[config.mk]
export PLATFORM = sky130hd
export DESIGN_NAME = tx_beamformer
export DESIGN_NICKNAME = d
export VERILOG_FILES = /design/src/rtl/tx_beamformer_pkg.sv /design/src/rtl/tx_pulse_gen.sv /design/src/rtl/tx_beamformer.sv
export SDC_FILE = /design/constraint.sdc
export NUM_CORES = 1
export LEC_CHECK = 0
export ABC_AREA = 1
export CAP_MARGIN = 40
export CORE_MARGIN = 5
export CORE_UTILIZATION = 40
export CTS_BUF_LIST = sky130_fd_sc_hd__clkbuf_4 sky130_fd_sc_hd__clkbuf_8 sky130_fd_sc_hd__clkbuf_16
export CTS_CLUSTER_DIAMETER = 120
export DETAILED_ROUTE_END_ITERATION = 8
export PLACE_DENSITY = 0.56
export SYNTH_ARGS = -nofsm -noshare
export SYNTH_HDL_FRONTEND = slang
export SYNTH_HIERARCHICAL = 1
export SYNTH_SLANG_ARGS = --single-unit
export TNS_END_PERCENT = 50
[constraint.sdc]
create_clock -name clk -period 13.97 [get_ports clk]
set_input_delay 3.4925 -clock clk [delete_from_list [all_inputs] [get_ports clk]]
set_output_delay 3.4925 -clock clk [all_outputs]
set_load 0.05 [all_outputs]
[src/rtl/tx_beamformer_pkg.sv]
// tx_beamformer_pkg: shared FSM state type and parameter derivations for the TX beamformer
package tx_beamformer_pkg;

    typedef enum logic [1:0] {
        IDLE = 2'd0,
        SCAN = 2'd1,
        FIRE = 2'd2,
        DONE = 2'd3
    } state_t;

    function automatic int delay_width(input int max_delay);
        return $clog2(max_delay);
    endfunction

    function automatic int burst_len(input int half_period, input int num_half_cycles);
        return half_period * num_half_cycles;
    endfunction

    // One spare bit so tick can reach max_delay + BURST_LEN without wrapping.
    function automatic int tick_width(input int dw, input int bl);
        return dw + $clog2(bl) + 1;
    endfunction

endpackage

[src/rtl/tx_pulse_gen.sv]
// tx_pulse_gen: per-channel combinational bipolar burst decode
//   tick    - cycles elapsed since FIRE began
//   fire_en - high only while the top is in FIRE
//   delay   - this channel's focal delay in clk cycles
//   pos/neg - positive/negative drive request (never both high)
module tx_pulse_gen
    import tx_beamformer_pkg::*;
#(
    parameter int DELAY_WIDTH = 8,
    parameter int TICK_WIDTH  = 12,
    parameter int HALF_PERIOD = 2,
    parameter int BURST_LEN   = 8
) (
    input  logic [TICK_WIDTH-1:0]  tick,
    input  logic                   fire_en,
    input  logic [DELAY_WIDTH-1:0] delay,
    output logic                   pos,
    output logic                   neg
);

    logic [TICK_WIDTH-1:0] rel;
    logic                  active;
    logic                  odd;

    always_comb begin
        rel    = tick - TICK_WIDTH'(delay);
        active = fire_en && (tick >= TICK_WIDTH'(delay)) && (rel < TICK_WIDTH'(BURST_LEN));
        odd    = ((32'(rel) / HALF_PERIOD) % 2) != 0;
        pos    = active && !odd;
        neg    = active && odd;
    end

endmodule

[src/rtl/tx_beamformer.sv]
// tx_beamformer: latches a focal delay vector and fires a delayed bipolar burst per channel
//   clk, reset  - sole clock, synchronous active-high reset
//   start       - begins a firing, sampled only in IDLE
//   delay_flat  - channel i delay at [i*DELAY_WIDTH +: DELAY_WIDTH]
//   tx_pos/neg  - registered per-channel drive
//   busy        - state != IDLE
//   done        - one-cycle pulse in the DONE state
//   debug_state - current FSM state
module tx_beamformer
    import tx_beamformer_pkg::*;
#(
    parameter int  NUM_CHANNELS    = 16,
    parameter int  MAX_DELAY       = 256,
    parameter int  HALF_PERIOD     = 2,
    parameter int  NUM_HALF_CYCLES = 4,
    localparam int DELAY_WIDTH     = delay_width(MAX_DELAY)
) (
    input  logic                                clk,
    input  logic                                reset,
    input  logic                                start,
    input  logic [NUM_CHANNELS*DELAY_WIDTH-1:0] delay_flat,
    output logic [NUM_CHANNELS-1:0]             tx_pos,
    output logic [NUM_CHANNELS-1:0]             tx_neg,
    output logic                                busy,
    output logic                                done,
    output logic [1:0]                          debug_state
);

    localparam int BURST_LEN  = burst_len(HALF_PERIOD, NUM_HALF_CYCLES);
    localparam int TICK_WIDTH = tick_width(DELAY_WIDTH, BURST_LEN);
    localparam int IDX_WIDTH  = NUM_CHANNELS > 1 ? $clog2(NUM_CHANNELS) : 1;

    state_t                 state;
    logic [DELAY_WIDTH-1:0] delay_reg [NUM_CHANNELS];
    logic [DELAY_WIDTH-1:0] max_delay;
    logic [IDX_WIDTH-1:0]   scan_idx;
    logic [TICK_WIDTH-1:0]  tick;
    logic [NUM_CHANNELS-1:0] pos_next;
    logic [NUM_CHANNELS-1:0] neg_next;
    logic                   scan_last;
    logic                   tick_last;
    logic                   fire_en;

    assign scan_last   = scan_idx == IDX_WIDTH'(NUM_CHANNELS - 1);
    assign tick_last   = tick == TICK_WIDTH'(max_delay) + TICK_WIDTH'(BURST_LEN - 1);
    assign fire_en     = state == FIRE;
    assign debug_state = state;

    for (genvar i = 0; i < NUM_CHANNELS; i++) begin : g_ch
        tx_pulse_gen #(
            .DELAY_WIDTH(DELAY_WIDTH),
            .TICK_WIDTH (TICK_WIDTH),
            .HALF_PERIOD(HALF_PERIOD),
            .BURST_LEN  (BURST_LEN)
        ) u_pulse (
            .tick   (tick),
            .fire_en(fire_en),
            .delay  (delay_reg[i]),
            .pos    (pos_next[i]),
            .neg    (neg_next[i])
        );
    end

    // Decode is gated by fire_en, so outside FIRE the registers load zero.
    always_ff @(posedge clk) begin
        if (reset) begin
            state     <= IDLE;
            tick      <= '0;
            scan_idx  <= '0;
            max_delay <= '0;
            for (int i = 0; i < NUM_CHANNELS; i++) delay_reg[i] <= '0;
            tx_pos    <= '0;
            tx_neg    <= '0;
            busy      <= 1'b0;
            done      <= 1'b0;
        end else begin
            tx_pos <= pos_next;
            tx_neg <= neg_next;
            done   <= 1'b0;
            unique case (state)
                IDLE: if (start) begin
                    for (int i = 0; i < NUM_CHANNELS; i++)
                        delay_reg[i] <= delay_flat[i*DELAY_WIDTH +: DELAY_WIDTH];
                    max_delay <= '0;
                    scan_idx  <= '0;
                    busy      <= 1'b1;
                    state     <= SCAN;
                end
                SCAN: begin
                    max_delay <= delay_reg[scan_idx] > max_delay ? delay_reg[scan_idx] : max_delay;
                    scan_idx  <= scan_idx + 1'b1;
                    if (scan_last) begin
                        tick  <= '0;
                        state <= FIRE;
                    end
                end
                FIRE: begin
                    tick <= tick + 1'b1;
                    if (tick_last) begin
                        done  <= 1'b1;
                        state <= DONE;
                    end
                end
                DONE: begin
                    busy  <= 1'b0;
                    state <= IDLE;
                end
            endcase
        end
    end

endmodule

==> flow_summary.toml, run 1 <==
[worst_setup_path]
crit_type = "input port to register"
crit_slowest_cell = "clkdlybuf4s50_1"
worstSetupEndpointType = "register"
path_cells = "clkdlybuf4s50_1 -> nand2_1 -> nand2_4 -> buf_4 -> buf_16"
worstPathRequired_ns = 14.13
crit_fanout = 57
critPathArrivalTime_ns = 5.60
max_stage_delay_ns = 0.54
start_kind = "input port"

[cts]
ctsLongestPathBuffers = 2
cts-hold-fix-buffers = 0
postCtsSetupBuffers = 0
cts.sinks = 192
cts.root.buffer_cell = "clkbuf_16"
numCtsBuffers = 17
cts.clk_slew.worst_paths_ns = 0.07
clock_latency_ns = 0.50
htreeDepth = 4
cts_resized = 0
tritoncts = "yes"

[yosys]
synthAdderAreaFrac = 0.1074
muxShareOfSynthArea = 0
yosys.area.top_type_share = 0.1957
ys_seq_area_frac = 0.2609
synth.distinct_cells = 46
avgSynthCellArea_um2 = 6.260
synth_edf_count = 128
synth_top_family_by_area = "simple AND/OR/NAND/NOR gates"
yosys.area_share.simple = 0.4029
synth-seq-cells = 192
synthMostInstantiatedCell = "nand2_1"
synth_xor_area_frac = 0.001337
yosysTopAreaCell = "edfxtp_1"
ys_warn_count = 6
syn_nets = 3428
ys.flop_type = "edfxtp_1"
synth.area.top_cells = "edfxtp_1 (20%), nand2_1 (16%), inv_1 (13%), ha_1 (9.1%), nor2_1 (8.1%)"
async_reset_ff_frac = 0
syn-cell-area_um2 = 19650
syn_inst = 3138
synth_compound_area_frac = 0.07560
synth.cells.most_frequent = "nand2_1 (845), inv_1 (701), nor2_1 (425)"

[sta]
fmax_mhz = 184.0
worstMarginPinSlew_ns = 0.8975
grt_setup_unrepaired = "false"
setup_viol = 0
fin_ws_ns = 8.534
period_share = 0.3891
setup_tns_ns = 0
skew_ns = 0.01337
max_slew_margin = 0.4017
period_minus_slack_ns = 5.436
maxSlewViolCount = 0
timing_hold_violations_final = 0

[routing]
drc = 0
vias = 19270
dr.pass1.iters = 5
routed_via_density = 4.851
routed_wirelength_um = 62020
drt_iter0_markers = 1264
wire_per_inst_um = 15.61
drtAntennaViolNets = 0

[finish]
fillers = 5104
drive_above_1_share = 0.1061
largest_register_ffs = 128
antenna_cells = 0
multi_input_area_um2 = 11550
nets = 3586
regArea_um2 = 5139
area_growth_pct = 15.85

[die]
fp.dieW_um = 231.6
pin_count = 167
start_util = 0.4030
die_area_um2 = 53650
die_h_um = 231.6
core_um2 = 48750
rows = 81

[status]
outcome = "finished clean"

[global_route]
grt_pass1_vias = 18370
grt_overflow = 0
grt_antenna_before_repair = 0
grt_pass1_wl_um = 96580
grtUsageTotal = 0.2291
grt_max_degree = 69

[flow_run]
drv_cap = 0

[power_and_ir_drop]
power.leakage_nw = 11.88
irDropWorstVdd_mv = 0.07486
powerDensity_nw_per_um2 = 107.0

[place]
gp_congestion = 0.9097
hpwl_um = 47180
place_ws_ns = 8.009
port_buffers = 166

[hold_path]
worstHoldPathType = "register to register"
## per-stage QoR
step	hold WS, ns	std cells	cell area (µm²)	utilization	total power (W)
2_1_floorplan	0.4704	3138	19650	-	0.001605
3_3_place_gp	0.4855	3935	22050	0.4523	0.001917
3_5_place_dp	0.4974	3941	22190	0.4553	0.001941
4_1_cts	0.5068	3973	22760	0.4669	0.002448
5_1_grt	0.5350	3973	22760	0.4669	0.002624
6_report	0.5025	3973	22760	0.4669	0.002434
## layer usage
| layer | global-route usage | up-vias | wire length (µm) |
|---|---|---|---|
| li1 | - | 9918 | - |
| met1 | 0.2953 | 8821 | 28210 |
| met2 | 0.3920 | 461 | 29010 |
| met3 | 0.03847 | 74 | 3146 |
| met4 | 0.07441 | 0 | 1657 |
| met5 | 0 | - | 0 |
## power breakdown
part	internal [W]	switching [W]	total (W)
registers	0.000712	0.0000701	0.000782
clock network	0.000258	0.000241	0.000499
logic	0.000385	0.000768	0.00115
total	0.00136	0.00108	0.00243
## final cells by class
| cell class | count | share of cell area |
|---|---|---|
| clock buffer | 25 | 0.02265 |
| multi-input combinational | 2159 | 0.5075 |
| timing repair buffer | 182 | 0.08247 |
| inverter | 744 | 0.1229 |
| clock inverter | 7 | 0.002199 |
| sequential | 192 | 0.2258 |
| tap | 664 | 0.03651 |
## final timing paths
path | depth (start not counted) | end | from | slack (ns)
hold reg to reg | 2 | register | scan_idx[1] | 0.50
setup / recovery | 5 | delay_reg[9][7] | start | 8.53
hold / removal | 2 | register | scan_idx[1] | 0.50
setup reg to reg | 15 | max_delay[5] | register | 10.32
## logic make-up (layout without fill, tap and decap cells)
group	count (synthesis)	after routing
AOI/OAI and AO/OA	230	230
xor gates and xnor gates	3	3
adders and majority gates	159	159
buffers and inverters	787	958
DFF	192	192
and+or+nand+nor	1767	1767
## worst max-delay path: cells and delay by family
kind,cells,cell delay [ns]
AND/OR/NAND/NOR,2,0.70
buffers and inverters,3,1.34
## layout by cell type (no fill, tap or decap), types with 50 or more instances in the layout
cell	Yosys	routed
nor2_2	52	52
nand2_2	63	64
a21oi_1	50	50
o21ai_0	71	71
clkdlybuf4s50_1	0	165
edfxtp_1	128	128
ha_1	143	142
dfxtp_1	64	53
nor2_1	425	425
inv_1	701	701
nand2_1	845	843
nand3_1	214	214
No activity file was read; power rests on OpenSTA's default activity.
==> run 2: changes to the inputs <==
--- a/config.mk
+++ b/config.mk
@@ -12,7 +12,7 @@
 export CTS_BUF_LIST = sky130_fd_sc_hd__clkbuf_4 sky130_fd_sc_hd__clkbuf_8 sky130_fd_sc_hd__clkbuf_16
 export CTS_CLUSTER_DIAMETER = 120
 export DETAILED_ROUTE_END_ITERATION = 8
-export PLACE_DENSITY = 0.56
+export PLACE_DENSITY = 0.58
 export SYNTH_ARGS = -nofsm -noshare
 export SYNTH_HDL_FRONTEND = slang
 export SYNTH_HIERARCHICAL = 1
==> constraint.sdc (replaced) <==
create_clock -name clk -period 4.7 [get_ports clk]
set_input_delay 1.175 -clock clk [delete_from_list [all_inputs] [get_ports clk]]
set_output_delay 1.175 -clock clk [all_outputs]
set_load 0.05 [all_outputs]
==> flow_summary.toml, run 2 (synthesis gave the netlist of run 1 again) <==
[routing]
routed_wirelength_um = 62240
vias = 19530
wire_per_inst_um = 15.64
routed_via_density = 4.908
drc = 0
drt_iter0_markers = 1275
drtAntennaViolNets = 0
dr.pass1.iters = 6

[worst_setup_path]
start_kind = "register"
worstSetupEndpointType = "register"
reg2reg_to = "max_delay[6]"
cp_top_family = "compound AO/OA/AOI/OAI gates"
crit_path_frequent_cell = "o21ai_0"
cp_num_buf_inv = 1
crit_slowest_cell = "dfxtp_2"
r2r_slack_ns = 1.52
path_cells = "buf_4 -> nor2_1 -> o21ai_0 -> o21ai_0 -> o211ai_1 -> nand2_1 -> ha_1 -> a21oi_1 -> o21ai_0 -> o21ai_4 -> nor2_8 -> nand2_1 -> a21oi_2"
worstPathRequired_ns = 5.06
r2r_cells = 13
crit_fanout = 38
path_depth = 13
crit_type = "register to register"
max_stage_delay_ns = 0.76
critPathArrivalTime_ns = 3.54

[flow_run]
drv_cap = 0

[power_and_ir_drop]
p_int_w = 0.003957
switching_share = 0.4522
p_sw_w = 0.003266
power_frac_comb = 0.468
powerDensity_nw_per_um2 = 317.1
p_clk_frac = 0.204
seqPwrFrac = 0.328
power.leakage_nw = 11.89
irDropWorstVdd_mv = 0.2257

[cts]
cts.root.buffer_cell = "clkbuf_16"
ctsLongestPathBuffers = 2
cts.sinks = 192
htreeDepth = 4
tritoncts = "yes"
numCtsBuffers = 17
cts-hold-fix-buffers = 0
cts.clk_slew.worst_paths_ns = 0.08
clock_latency_ns = 0.50
postCtsSetupBuffers = 0
cts_resized = 0

[die]
die_h_um = 231.6
start_util = 0.4030
fp.dieW_um = 231.6
pin_count = 167
rows = 81
die_area_um2 = 53650
core_um2 = 48750

[global_route]
grt_pass1_vias = 18530
grt_pass1_wl_um = 97040
grt_max_degree = 65
grtUsageTotal = 0.2295
grt_antenna_before_repair = 0
grt_overflow = 0

[sta]
period_minus_slack_ns = 3.183
grt_setup_unrepaired = "false"
setup_viol = 0
maxSlewViolCount = 0
worstMarginPinSlew_ns = 0.9111
fmax_mhz = 314.2
timing_hold_violations_final = 0
fin_ws_ns = 1.517
max_slew_margin = 0.3926
period_share = 0.6772
skew_ns = 0.01672
setup_tns_ns = 0

[finish]
area_growth_pct = 15.94
fillers = 5033
drive_above_1_share = 0.1077
nets = 3592
antenna_cells = 0
layout_common_cells = "nand2_1 (843), inv_1 (701), nor2_1 (425), nand3_1 (214), clkdlybuf4s50_1 (165)"
layout_commonest_cell = "nand2_1"
largest_register_ffs = 128

[place]
place_ws_ns = 1.196
gp_congestion = 0.8922
port_buffers = 166
hpwl_um = 48370

[hold_path]
worstHoldPathType = "register to register"
holdCritStartpoint = "scan_idx[1]"
hold_path_depth = 2

[status]
outcome = "finished clean"
## run 2: how the worst max path moves through the flow
stage | start | end | slack [ns]
after floorplan | reset | delay_reg[0][0] | 0.17
final | register | max_delay[6] | 1.52
after detailed placement | reset | delay_reg[2][7] | 1.20
after global routing | register | max_delay[6] | 1.40
after CTS | register | max_delay[6] | 1.62
after global placement | reset | delay_reg[2][6] | 1.25
## run 2: power groups by stage
stage | logic (W) | clock network (W) | registers [W]
2_1_floorplan | 0.00245 | 0 | 0.00232
3_3_place_gp | 0.00327 | 0 | 0.00241
3_5_place_dp | 0.00334 | 0 | 0.00240
4_1_cts | 0.00336 | 0.00150 | 0.00237
5_1_grt | 0.00381 | 0.00157 | 0.00239
6_report | 0.00338 | 0.00147 | 0.00237
## run 2: per-stage QoR
step | total power, W | hold slack [ns] | cell area [µm²] | instances | util
2_1_floorplan | 0.004771 | 0.4704 | 19650 | 3138 | -
6_report | 0.007223 | 0.5035 | 22780 | 3979 | 0.4672
3_3_place_gp | 0.005682 | 0.4873 | 22130 | 3943 | 0.4540
3_5_place_dp | 0.005749 | 0.4905 | 22220 | 3947 | 0.4559
4_1_cts | 0.007233 | 0.5017 | 22780 | 3979 | 0.4672
5_1_grt | 0.007766 | 0.5473 | 22780 | 3979 | 0.4672
## run 2: cell type report
cell class              instances  area [µm²]  share of cell area
clock buffers                  17       425.4             0.01868
clock inverters                15       127.6            0.005603
multi-input cells            2159       11550              0.5070
repair buffers                188        1909             0.08383
inverters                     744        2798              0.1228
well taps                     664       830.8             0.03648
flip-flops and latches        192        5139              0.2256
## run 2: layer usage
metal / vias to the layer above / global-route usage / routed length [µm]
met1: 8987 / 0.2976 / 27810
met3: 74 / 0.03871 / 3288
met5: - / 0 / 0
met4: 0 / 0.06462 / 1382
met2: 528 / 0.3956 / 29760
li1: 9939 / - / -
## run 2: worst register-to-register path, delay by kind of cell (launching register included)
kind	cells	cell delay, ns
AOI/OAI and AO/OA	7	1.27
adders and majority gates	1	0.33
buffers and inverters	1	0.31
DFF	1	0.76
and+or+nand+nor	4	0.37
